**src/rtl/alu_pkg.sv**
```systemverilog
// Shared types for the handshaked ALU: opcode set and control FSM states.
package alu_pkg;

  typedef enum logic [2:0] {
    ADD  = 3'd0,
    MULT = 3'd1,
    SUB  = 3'd2,
    XOR  = 3'd3,
    AND  = 3'd4,
    OR   = 3'd5,
    SHL  = 3'd6,
    SHR  = 3'd7
  } opcode_t;

  typedef enum logic [1:0] {
    ST_IDLE     = 2'd0,
    ST_MUL_BUSY = 2'd1,
    ST_HOLD     = 2'd2
  } state_t;

endpackage

```
**src/rtl/alu_mul_seq.sv**
```systemverilog
// Sequential shift-add multiplier: one partial product per cycle.
// The last partial product is folded in combinationally, so done/product
// are valid on the WIDTH-th edge after start, ready to be registered there.
module alu_mul_seq
  import alu_pkg::*;
#(
  parameter int WIDTH = 8
) (
  input  logic                 clk,
  input  logic                 reset,
  input  logic                 start,
  input  logic [WIDTH-1:0]     op_a,
  input  logic [WIDTH-1:0]     op_b,
  output logic                 done,
  output logic [2*WIDTH-1:0]   product
);

  localparam int CW = $clog2(WIDTH);
  localparam logic [CW-1:0]      CNT_LAST = CW'(WIDTH - 1);
  localparam logic [CW-1:0]      CNT_ONE  = CW'(1);
  localparam logic [2*WIDTH-1:0] ZERO_2W  = {(2*WIDTH){1'b0}};

  logic                 busy_q, busy_d;
  logic [CW-1:0]        cnt_q, cnt_d;
  logic [2*WIDTH-1:0]   mcand_q, mcand_d;
  logic [WIDTH-1:0]     mplier_q, mplier_d;
  logic [2*WIDTH-1:0]   acc_q, acc_d;
  logic [2*WIDTH-1:0]   partial_s;
  logic [2*WIDTH-1:0]   sum_s;

  assign partial_s = mplier_q[0] ? mcand_q : ZERO_2W;
  assign sum_s     = acc_q + partial_s;
  assign done      = busy_q && (cnt_q == CNT_LAST);
  assign product   = sum_s;

  // Load operands on start, otherwise advance one shift-add step while busy
  always_comb begin
    busy_d   = busy_q;
    cnt_d    = cnt_q;
    mcand_d  = mcand_q;
    mplier_d = mplier_q;
    acc_d    = acc_q;
    if (start) begin
      busy_d   = 1'b1;
      cnt_d    = {CW{1'b0}};
      mcand_d  = {{WIDTH{1'b0}}, op_a};
      mplier_d = op_b;
      acc_d    = ZERO_2W;
    end else if (busy_q) begin
      acc_d    = sum_s;
      mcand_d  = mcand_q << 1;
      mplier_d = mplier_q >> 1;
      if (done) begin
        busy_d = 1'b0;
        cnt_d  = {CW{1'b0}};
      end else begin
        cnt_d  = cnt_q + CNT_ONE;
      end
    end else begin
      busy_d = 1'b0;
    end
  end

  // Multiplier state registers; reset aborts any product in flight
  always_ff @(posedge clk) begin
    if (reset) begin
      busy_q   <= 1'b0;
      cnt_q    <= {CW{1'b0}};
      mcand_q  <= ZERO_2W;
      mplier_q <= {WIDTH{1'b0}};
      acc_q    <= ZERO_2W;
    end else begin
      busy_q   <= busy_d;
      cnt_q    <= cnt_d;
      mcand_q  <= mcand_d;
      mplier_q <= mplier_d;
      acc_q    <= acc_d;
    end
  end

endmodule

```
**src/rtl/alu_pipe.sv**
```systemverilog
// Handshaked 8-op ALU with registered result/flags held until consumed.
// Single-cycle ops land in HOLD one edge after acceptance; MULT detours
// through MUL_BUSY for WIDTH edges.
module alu_pipe
  import alu_pkg::*;
#(
  parameter int WIDTH = 8
) (
  input  logic                 clk,
  input  logic                 reset,
  input  logic                 in_valid,
  output logic                 in_ready,
  input  logic [WIDTH-1:0]     operand1,
  input  logic [WIDTH-1:0]     operand2,
  input  opcode_t              opcode,
  output logic                 out_valid,
  input  logic                 out_ready,
  output logic [2*WIDTH-1:0]   result,
  output logic                 zero,
  output logic                 carry
);

  localparam logic [2*WIDTH-1:0] ZERO_2W   = {(2*WIDTH){1'b0}};
  localparam logic [2*WIDTH-1:0] SHIFT_MAX = (2*WIDTH)'(2*WIDTH);

  state_t               state_q, state_d;
  logic [2*WIDTH-1:0]   result_q, result_d;
  logic                 zero_q, zero_d;
  logic                 carry_q, carry_d;
  logic                 out_valid_q, out_valid_d;

  logic                 accept_s;
  logic                 mul_start_s;
  logic                 mul_done_s;
  logic [2*WIDTH-1:0]   mul_product_s;
  logic [2*WIDTH-1:0]   a_ext_s, b_ext_s;
  logic [2*WIDTH-1:0]   alu_res_s;
  logic                 alu_carry_s;

  // in_ready is forced low while reset is held so nothing is accepted then
  assign in_ready    = !reset && ((state_q == ST_IDLE) ||
                                  ((state_q == ST_HOLD) && out_ready));
  assign accept_s    = in_valid && in_ready;
  assign mul_start_s = accept_s && (opcode == MULT);
  assign a_ext_s     = {{WIDTH{1'b0}}, operand1};
  assign b_ext_s     = {{WIDTH{1'b0}}, operand2};

  assign out_valid = out_valid_q;
  assign result    = result_q;
  assign zero      = zero_q;
  assign carry     = carry_q;

  alu_mul_seq #(.WIDTH(WIDTH)) u_mul (
    .clk     (clk),
    .reset   (reset),
    .start   (mul_start_s),
    .op_a    (operand1),
    .op_b    (operand2),
    .done    (mul_done_s),
    .product (mul_product_s)
  );

  // Single-cycle datapath; shift amounts of 2*WIDTH or more give 0
  always_comb begin
    alu_res_s   = ZERO_2W;
    alu_carry_s = 1'b0;
    case (opcode)
      ADD: begin
        alu_res_s   = a_ext_s + b_ext_s;
        alu_carry_s = alu_res_s[WIDTH];
      end
      SUB: begin
        alu_res_s   = a_ext_s - b_ext_s;
        alu_carry_s = (operand1 < operand2);
      end
      XOR: alu_res_s = a_ext_s ^ b_ext_s;
      AND: alu_res_s = a_ext_s & b_ext_s;
      OR:  alu_res_s = a_ext_s | b_ext_s;
      SHL: begin
        if (b_ext_s >= SHIFT_MAX) alu_res_s = ZERO_2W;
        else                      alu_res_s = a_ext_s << operand2;
      end
      SHR: begin
        if (b_ext_s >= SHIFT_MAX) alu_res_s = ZERO_2W;
        else                      alu_res_s = a_ext_s >> operand2;
      end
      default: alu_res_s = ZERO_2W;
    endcase
  end

  // FSM next state and output-register updates
  always_comb begin
    state_d     = state_q;
    result_d    = result_q;
    zero_d      = zero_q;
    carry_d     = carry_q;
    out_valid_d = out_valid_q;
    case (state_q)
      ST_IDLE, ST_HOLD: begin
        if (accept_s) begin
          if (opcode == MULT) begin
            state_d     = ST_MUL_BUSY;
            out_valid_d = 1'b0;
          end else begin
            state_d     = ST_HOLD;
            result_d    = alu_res_s;
            zero_d      = (alu_res_s == ZERO_2W);
            carry_d     = alu_carry_s;
            out_valid_d = 1'b1;
          end
        end else if ((state_q == ST_HOLD) && out_ready) begin
          state_d     = ST_IDLE;
          out_valid_d = 1'b0;
        end else begin
          state_d = state_q;
        end
      end
      ST_MUL_BUSY: begin
        if (mul_done_s) begin
          state_d     = ST_HOLD;
          result_d    = mul_product_s;
          zero_d      = (mul_product_s == ZERO_2W);
          carry_d     = 1'b0;
          out_valid_d = 1'b1;
        end else begin
          out_valid_d = 1'b0;
        end
      end
      default: begin
        state_d     = ST_IDLE;
        out_valid_d = 1'b0;
      end
    endcase
  end

  // State and output registers with synchronous reset
  always_ff @(posedge clk) begin
    if (reset) begin
      state_q     <= ST_IDLE;
      result_q    <= ZERO_2W;
      zero_q      <= 1'b0;
      carry_q     <= 1'b0;
      out_valid_q <= 1'b0;
    end else begin
      state_q     <= state_d;
      result_q    <= result_d;
      zero_q      <= zero_d;
      carry_q     <= carry_d;
      out_valid_q <= out_valid_d;
    end
  end

endmodule

```
**config.mk**
```make
export PLATFORM = sky130hd
export DESIGN_NAME = alu_pipe
export DESIGN_NICKNAME = d
export VERILOG_FILES = /design/src/rtl/alu_pkg.sv /design/src/rtl/alu_mul_seq.sv /design/src/rtl/alu_pipe.sv
export SDC_FILE = /design/constraint.sdc
export NUM_CORES = 1
export LEC_CHECK = 0
export BUFFER_PORTS_ARGS = -buffer_cell sky130_fd_sc_hd__buf_2
export CAP_MARGIN = 20
export CORE_ASPECT_RATIO = 1.2
export CORE_MARGIN = 1
export CORE_UTILIZATION = 63
export CTS_BUF_LIST = sky130_fd_sc_hd__clkbuf_2 sky130_fd_sc_hd__clkbuf_4 sky130_fd_sc_hd__clkbuf_8
export DETAILED_ROUTE_END_ITERATION = 6
export PLACE_DENSITY = 0.83
export SLEW_MARGIN = 40
export SYNTH_ARGS = -nofsm -noshare
export SYNTH_HDL_FRONTEND = slang
export SYNTH_SLANG_ARGS = --single-unit
```
**constraint.sdc**
```tcl
create_clock -name clk -period 4.43 [get_ports clk]
set_clock_uncertainty 0.1 [all_clocks]
set_input_delay 0.886 -clock clk [delete_from_list [all_inputs] [get_ports clk]]
set_output_delay 0.886 -clock clk [all_outputs]
set_load 0.02 [all_outputs]
```
**Word level (Yosys, flattened, before mapping)**

Index checks and enable logic that the tools add are counted.

- Flip-flop bits (word level): 65
- Input port bits: 23
- Output and inout port bits: 20
- Logic and storage cells: 88

- Add/subtract/negate cells: 4
- Magnitude comparators: 2
- Eq/ne operators: 14
- Shifts and indexed selects: 2
- Multiplexer cells: 35
- Bitwise operators: 3
- Reductions and logical operators: 17

Operator list:

| operator | number |
|---|---|
| 16-bit case mux with 7 select lines | 1 |
| 16-bit two-way mux | 6 |
| 16-bit logical NOT | 2 |
| 8-bit two-way mux | 4 |
| 16-bit case mux with 2 select lines | 1 |
| 16-bit adder | 1 |
| 8-bit by 8-bit << shifter with 16-bit output | 1 |
| 8-bit by 8-bit right shift with 16-bit output | 1 |
| 3-bit == test (second input constant) | 5 |
| 1-bit two-way mux | 13 |
| 8-bit by 8-bit adder with 9-bit output | 1 |
| 8-bit by 8-bit subtractor with 9-bit output | 1 |
| 8-bit AND | 1 |
| 8-bit by 5-bit greater-or-equal comparator with 1-bit output (second input constant) | 1 |
| 8-bit < comparator | 1 |
| 2-bit two-way mux | 4 |
| 8-bit bitwise OR | 1 |
| 1-bit case mux with 2 select lines | 4 |
| 8-bit bitwise XOR | 1 |
| 3-bit by 2-bit == test with 1-bit output (second input constant) | 2 |
| 2-bit inequality test (second input constant) | 3 |
| 1-bit logical AND | 5 |
| 2-bit case mux with 2 select lines | 1 |
| 4-bit AND reduction | 1 |
| other kinds (13) | 15 |

**Longest topological paths before layout**

- Depth after elaboration: 7
- Gate-level depth with buffers: 13
- Depth with buffers taken out: 12

**Modules after synthesis**

A second synthesis with hierarchy kept.

- Cells, all modules: 720
- Area, all modules: 5624.1 µm²

Modules (own cells, without submodules):

| module | times used | cells each | area an instance (µm²) | seq. area each (µm²) |
|---|---|---|---|---|
| alu_pipe | 1 | 403 | 2959.1 | 420.4 |
| alu_mul_seq | 1 | 317 | 2665.1 | 880.8 |

**Least setup slack after synthesis**

No wires, ideal clock.

- Kind: input -> register
- Start: input port operand2[3]
- End: register zero_q, in the netlist zero
- Library setup time: 0.058 ns
- Data arrival time: 3.456 ns
- Data required time: 4.272 ns
- Path slack: 0.817 ns
- Stages on the path: 10
- Buffers on the path: 1
- Cells stage by stage: clkbuf_1 -> clkinv_1 -> ha_1 -> or4_1 -> a311oi_1 -> nor3_1 -> nor3_1 -> nand3_1 -> o41ai_1 -> a21o_1

- Word-level cells in the longest chain between the ends: 7
- Elaborated cells on any way between the ends: 15
- Those cells by class: add/sub: 2; order compare: 1; shift: 2; mux: 6; bitwise: 3; reduce/logical: 1

RTL lines:

| item | line | RTL |
|---|---|---|
| start: declaration | alu_pipe.sv:14 | `input logic [WIDTH-1:0] operand2,` |
| 8-bit by 5-bit greater-or-equal comparator with 1-bit output (tied with other cells) | alu_pipe.sv:80, alu_pipe.sv:84 |  |
| 16-bit two-way mux, on equally long branches | alu_pipe.sv:84, alu_pipe.sv:80 |  |
| 16-bit case mux with 7 select lines * | alu_pipe.sv:67 | `case (opcode)` |
| 16-bit logical NOT * | alu_pipe.sv:107 | `zero_d = (alu_res_s == ZERO_2W);` |
| 1-bit two-way mux * | alu_pipe.sv:101 | `if (opcode == MULT) begin` |
| 1-bit two-way mux * | alu_pipe.sv:100 | `if (accept_s) begin` |
| 1-bit case mux with 2 select lines * | alu_pipe.sv:98 | `case (state_q)` |
| end signal: assignment | alu_pipe.sv:147 | `zero_q <= zero_d;` |
| end: declaration | alu_pipe.sv:28 | `logic zero_q, zero_d;` |

Every way passes the cells marked *; elsewhere a longest branch is shown, timed or not. The select of a mux whose other input is x is not followed.
A chain may end at the register's enable or synchronous reset.

**Worst setup path after layout**

- Start: register u_mul.mplier_q[0]
- End: register zero_q, in the netlist zero

- Word-level cells in the longest chain between the ends: 5

RTL lines:

| item | line | RTL |
|---|---|---|
| start: declaration | alu_mul_seq.sv:26 | `logic [WIDTH-1:0] mplier_q, mplier_d;` |
| start signal: assignment | alu_mul_seq.sv:70 | `mplier_q <= {WIDTH{1'b0}};` |
| start signal: assignment | alu_mul_seq.sv:76 | `mplier_q <= mplier_d;` |
| 16-bit two-way mux | alu_mul_seq.sv:31 | `assign partial_s = mplier_q[0] ? mcand_q : ZERO_2W;` |
| 16-bit adder | alu_mul_seq.sv:32 | `assign sum_s = acc_q + partial_s;` |
| 16-bit logical NOT | alu_pipe.sv:122 | `zero_d = (mul_product_s == ZERO_2W);` |
| 1-bit two-way mux | alu_pipe.sv:119 | `if (mul_done_s) begin` |
| 1-bit case mux with 2 select lines | alu_pipe.sv:98 |  |

No other way between the ends. The select of a mux whose other input is x is not followed.

==> run_results.csv <==
group,metric,value,unit
status,status,"complete, no violations",
min_path,worstHoldPathType,"register to register",
logic_synthesis,synth_fa_ha_area_share,10.4,%
logic_synthesis,synth_mux_area_share,11.8,%
logic_synthesis,synth_area_leaders,"dfxtp_1 (24%), ha_1 (9.4%), mux2i_1 (9.3%)",
detailed_routing,drt_wl_total,17.0,mm
logic_synthesis,synth_seq_cells,65,
power_and_ir_drop,ir_drop,0.000293,V
timing,worst_pin_slew,0.863,ns
floorplanning,die_h,104,um
placed_design,dp_hpwl,12.5,mm
floorplanning,die_x,87.2,um
placed_design,port_buffers,42,
logic_synthesis,synth_edf_count,0,
timing,whs,0.349,ns
worst_setup_path,r2r_setup_slack,0.64,ns
power_and_ir_drop,p_leak,2.43,nW
detailed_routing,ant_nets,0,
grt,grt_max_degree,43,
grt,grt-ovfl-total,0,
layout,area_growth_syn_to_layout,7.98,%
timing,setup_viol,0,
clocking,htreeDepth,3,
worst_setup_path,critPathKind,"register to register",
timing,period_needed,3.79,ns
timing,rsz0062_at_grt,"no",
clocking,ctsHoldBuffers,0,
power_and_ir_drop,comb_power_share,22.5,%
clocking,cts.sinks,65,
worst_setup_path,max_stage_delay,0.69,ns
power_and_ir_drop,p_sw,0.467,mW
logic_synthesis,yosys_warnings,0,
detailed_routing,vias,5572,
power_and_ir_drop,p_clk_share,35.8,%
worst_setup_path,path_max_fanout,17,
clocking,cts_resized,0,
logic_synthesis,synth_top_cell_area_share,23.7,%
logic_synthesis,synth_compound_area_share,21.1,%
logic_synthesis,synth_common_cells,"nor2_1 (87), dfxtp_1 (65), nand2_1 (61)",
logic_synthesis,ys_seq_area_share,23.7,%
grt,grt_pass1_vias,5346,
worst_setup_path,worst_path_max_delay_cell,"dfxtp_1",
logic_synthesis,synth_ff_type,"dfxtp_1",
grt,antenna_found_initial,0,
detailed_routing,dr.pass1.iters,6,
timing,fin_tns_setup,0,ns
power_and_ir_drop,switching_share,32.2,%
detailed_routing,wl_per_cell,20.2,um
worst_setup_path,crit_arrival,4.00,ns
floorplanning,row_count,36,
placed_design,gp_congestion,1.01,
logic_synthesis,synth_top_family_by_area,"simple AND/OR/NAND/NOR gates",
detailed_routing,post-route-drc-count,0,
logic_synthesis,synth_fp_nets,773,
layout,layout-drive-gt1-share,12.1,%
worst_setup_path,rr_worst_depth,12,
clocking,numCtsBuffers,9,
timing,final_max_slew_viol_count,0,
worst_setup_path,worstSetupEndpointType,"register",
floorplanning,coreArea,8290,um2
worst_setup_path,reg2reg_from,"u_mul.mplier_q[0]$_SDFFE_PP0P_",
detailed_routing,viasPerCell,6.62,
detailed_routing,initialDrtViolationCount,438,
timing,finalCritPeriodShare,85.5,%
floorplanning,ios,43,
worst_setup_path,path_cells,"and2_1 > ha_1 > inv_1 > fa_1 > nor2b_1 > o311a_1 > o41ai_2 > a31oi_1 > xor2_1 > or4_1 > nor4_1 > a21o_1",
min_path,worstHoldEndpoint,"result[1]$_SDFFE_PP0P_",
logic_synthesis,synth_most_common_cell,"nor2_1",
clocking,clkLatencyLatePin,0.36,ns
logic_synthesis,synth-simple-area-share,25.3,%
timing,max_freq,264,MHz
logic_synthesis,syn_area,5490,um2
logic_synthesis,syn_area_per_cell,7.77,um2
min_path,hp-start,"result[1]$_SDFFE_PP0P_",
logic_synthesis,syn_inst,706,
worst_setup_path,worstPathRequired,4.64,ns
run,drv_cap,0,
clocking,clk_pin_slew,0.08,ns
worst_setup_path,start_kind,"register",
logic_synthesis,netlist.top_cell.by_area,"dfxtp_1",
logic_synthesis,synthArstFlopShare,0,%
logic_synthesis,synthXorXnorAreaFrac,2.39,%
timing,max-slew-margin-rel,42.1,%
timing,finalHoldViolations,0,
power_and_ir_drop,internal-power,0.985,mW
power_and_ir_drop,power_density,245,nW/um2
clocking,cts_tree,"yes",
clocking,root_buffer,"clkbuf_8",
power_and_ir_drop,p_seq_share,41.7,%
grt,grt_usage,38.5,%
min_path,holdPathStages,2,
floorplanning,start_util,66.2,%
clocking,clockBufferDepth,2,
layout,nNetsFinal,790,
layout,num_antenna_cells,0,
logic_synthesis,ys_types,74,
worst_setup_path,r2r_end,"zero$_SDFFE_PP0P_",
grt,grt_pass1_wl,27.1,mm
floorplanning,dieArea,9090,um2
clocking,cts_setup_buffers,0,
[how the worst max path moves through the flow]
stage                                              start                 to  slack (ns)  cells after the start
after global routing      u_mul.mplier_q[0]$_SDFFE_PP0P_  zero$_SDFFE_PP0P_        0.55                     12
after floorplan                              operand2[3]  zero$_SDFFE_PP0P_        0.82                     10
final                     u_mul.mplier_q[0]$_SDFFE_PP0P_  zero$_SDFFE_PP0P_        0.64                     12
after detailed placement                     operand1[0]  zero$_SDFFE_PP0P_        0.52                     12
after global placement                       operand2[3]  zero$_SDFFE_PP0P_        0.58                     10
after CTS                 u_mul.mplier_q[0]$_SDFFE_PP0P_  zero$_SDFFE_PP0P_        0.77                     12
[stage by stage]
stage / setup WS, ns / cells / instance area, um2 / util, % / total power [mW]
finish: 0.640 / 842 / 5920 / 71.5 / 1.45
global route: 0.554 / 842 / 5920 / 71.5 / 1.51
CTS: 0.774 / 842 / 5920 / 71.5 / 1.45
detailed placement: 0.515 / 826 / 5720 / 69.0 / 0.935
global placement: 0.583 / 826 / 5710 / 68.9 / 0.929
floorplan: 0.817 / 706 / 5490 / - / 0.840
[cell families after synthesis]
family          Yosys count
fa+ha+maj                44
flops                    65
simple gates            280
mux                      58
xor+xnor                 15
compound gates          169
buf+inv                  75
[layout by cell type, fill, tap and decap left out, types with 5 or more instances in the layout]
cell type / instances
and2_1: 16
o31ai_1: 5
o22ai_1: 5
nor3_1: 24
mux2i_1: 51
clkbuf_8: 10
mux4_2: 5
a21oi_1: 47
buf_4: 5
clkinvlp_4: 5
nor4_1: 8
o21ai_0: 20
buf_2: 42
a211oi_1: 28
nand2b_1: 11
nand4_1: 6
inv_1: 31
or4_1: 5
nor2b_1: 12
o211ai_1: 9
xnor2_1: 10
nand3_1: 19
a31oi_1: 5
nand2_1: 60
nor2_1: 87
ha_1: 41
a211o_1: 7
xor2_1: 5
dfxtp_1: 64
[worst max-delay path, delay by kind of cell (launching register included)]
kind / cells / cell delay [ns]
flops: 1 / 0.69
compound gates: 4 / 0.90
buf+inv: 1 / 0.06
xor+xnor: 1 / 0.19
fa+ha+maj: 2 / 0.60
simple gates: 4 / 1.17
[power by group through the flow]
stage	sequential (mW)	clock, mW	combinational (mW)
3_3_place_gp	0.618	0	0.311
5_1_grt	0.607	0.551	0.354
3_5_place_dp	0.619	0	0.317
4_1_cts	0.605	0.524	0.319
6_report	0.606	0.520	0.327
2_1_floorplan	0.625	0	0.216
[per-layer routing]
metal	global-route usage, %	vias up	wire length, um
li1	-	2606	-
met3	5.32	85	1260
met5	0	-	0
met1	45.3	2592	6430
met2	63.9	289	8160
met4	25.6	0	1190
[cell type report]
type                    instances  area [um2]
inverters                      34         128
repair buffers                 47         248
multi-input cells             566        3900
clock inverters                 6        67.6
clock buffers                  10         138
well taps                     114         143
flip-flops and latches         65        1300
fillers                       681        2360
[flip-flops by register name, summed over array words and instances, names as in the netlist]
register,flops
out_valid,1
u_mul.mplier_q,8
u_mul.busy_q,1
zero,1
u_mul.cnt_q,3
carry,1
state_q,2
result,16
u_mul.mcand_q,16
u_mul.acc_q,16
Power figures use the tool's default switching activity.
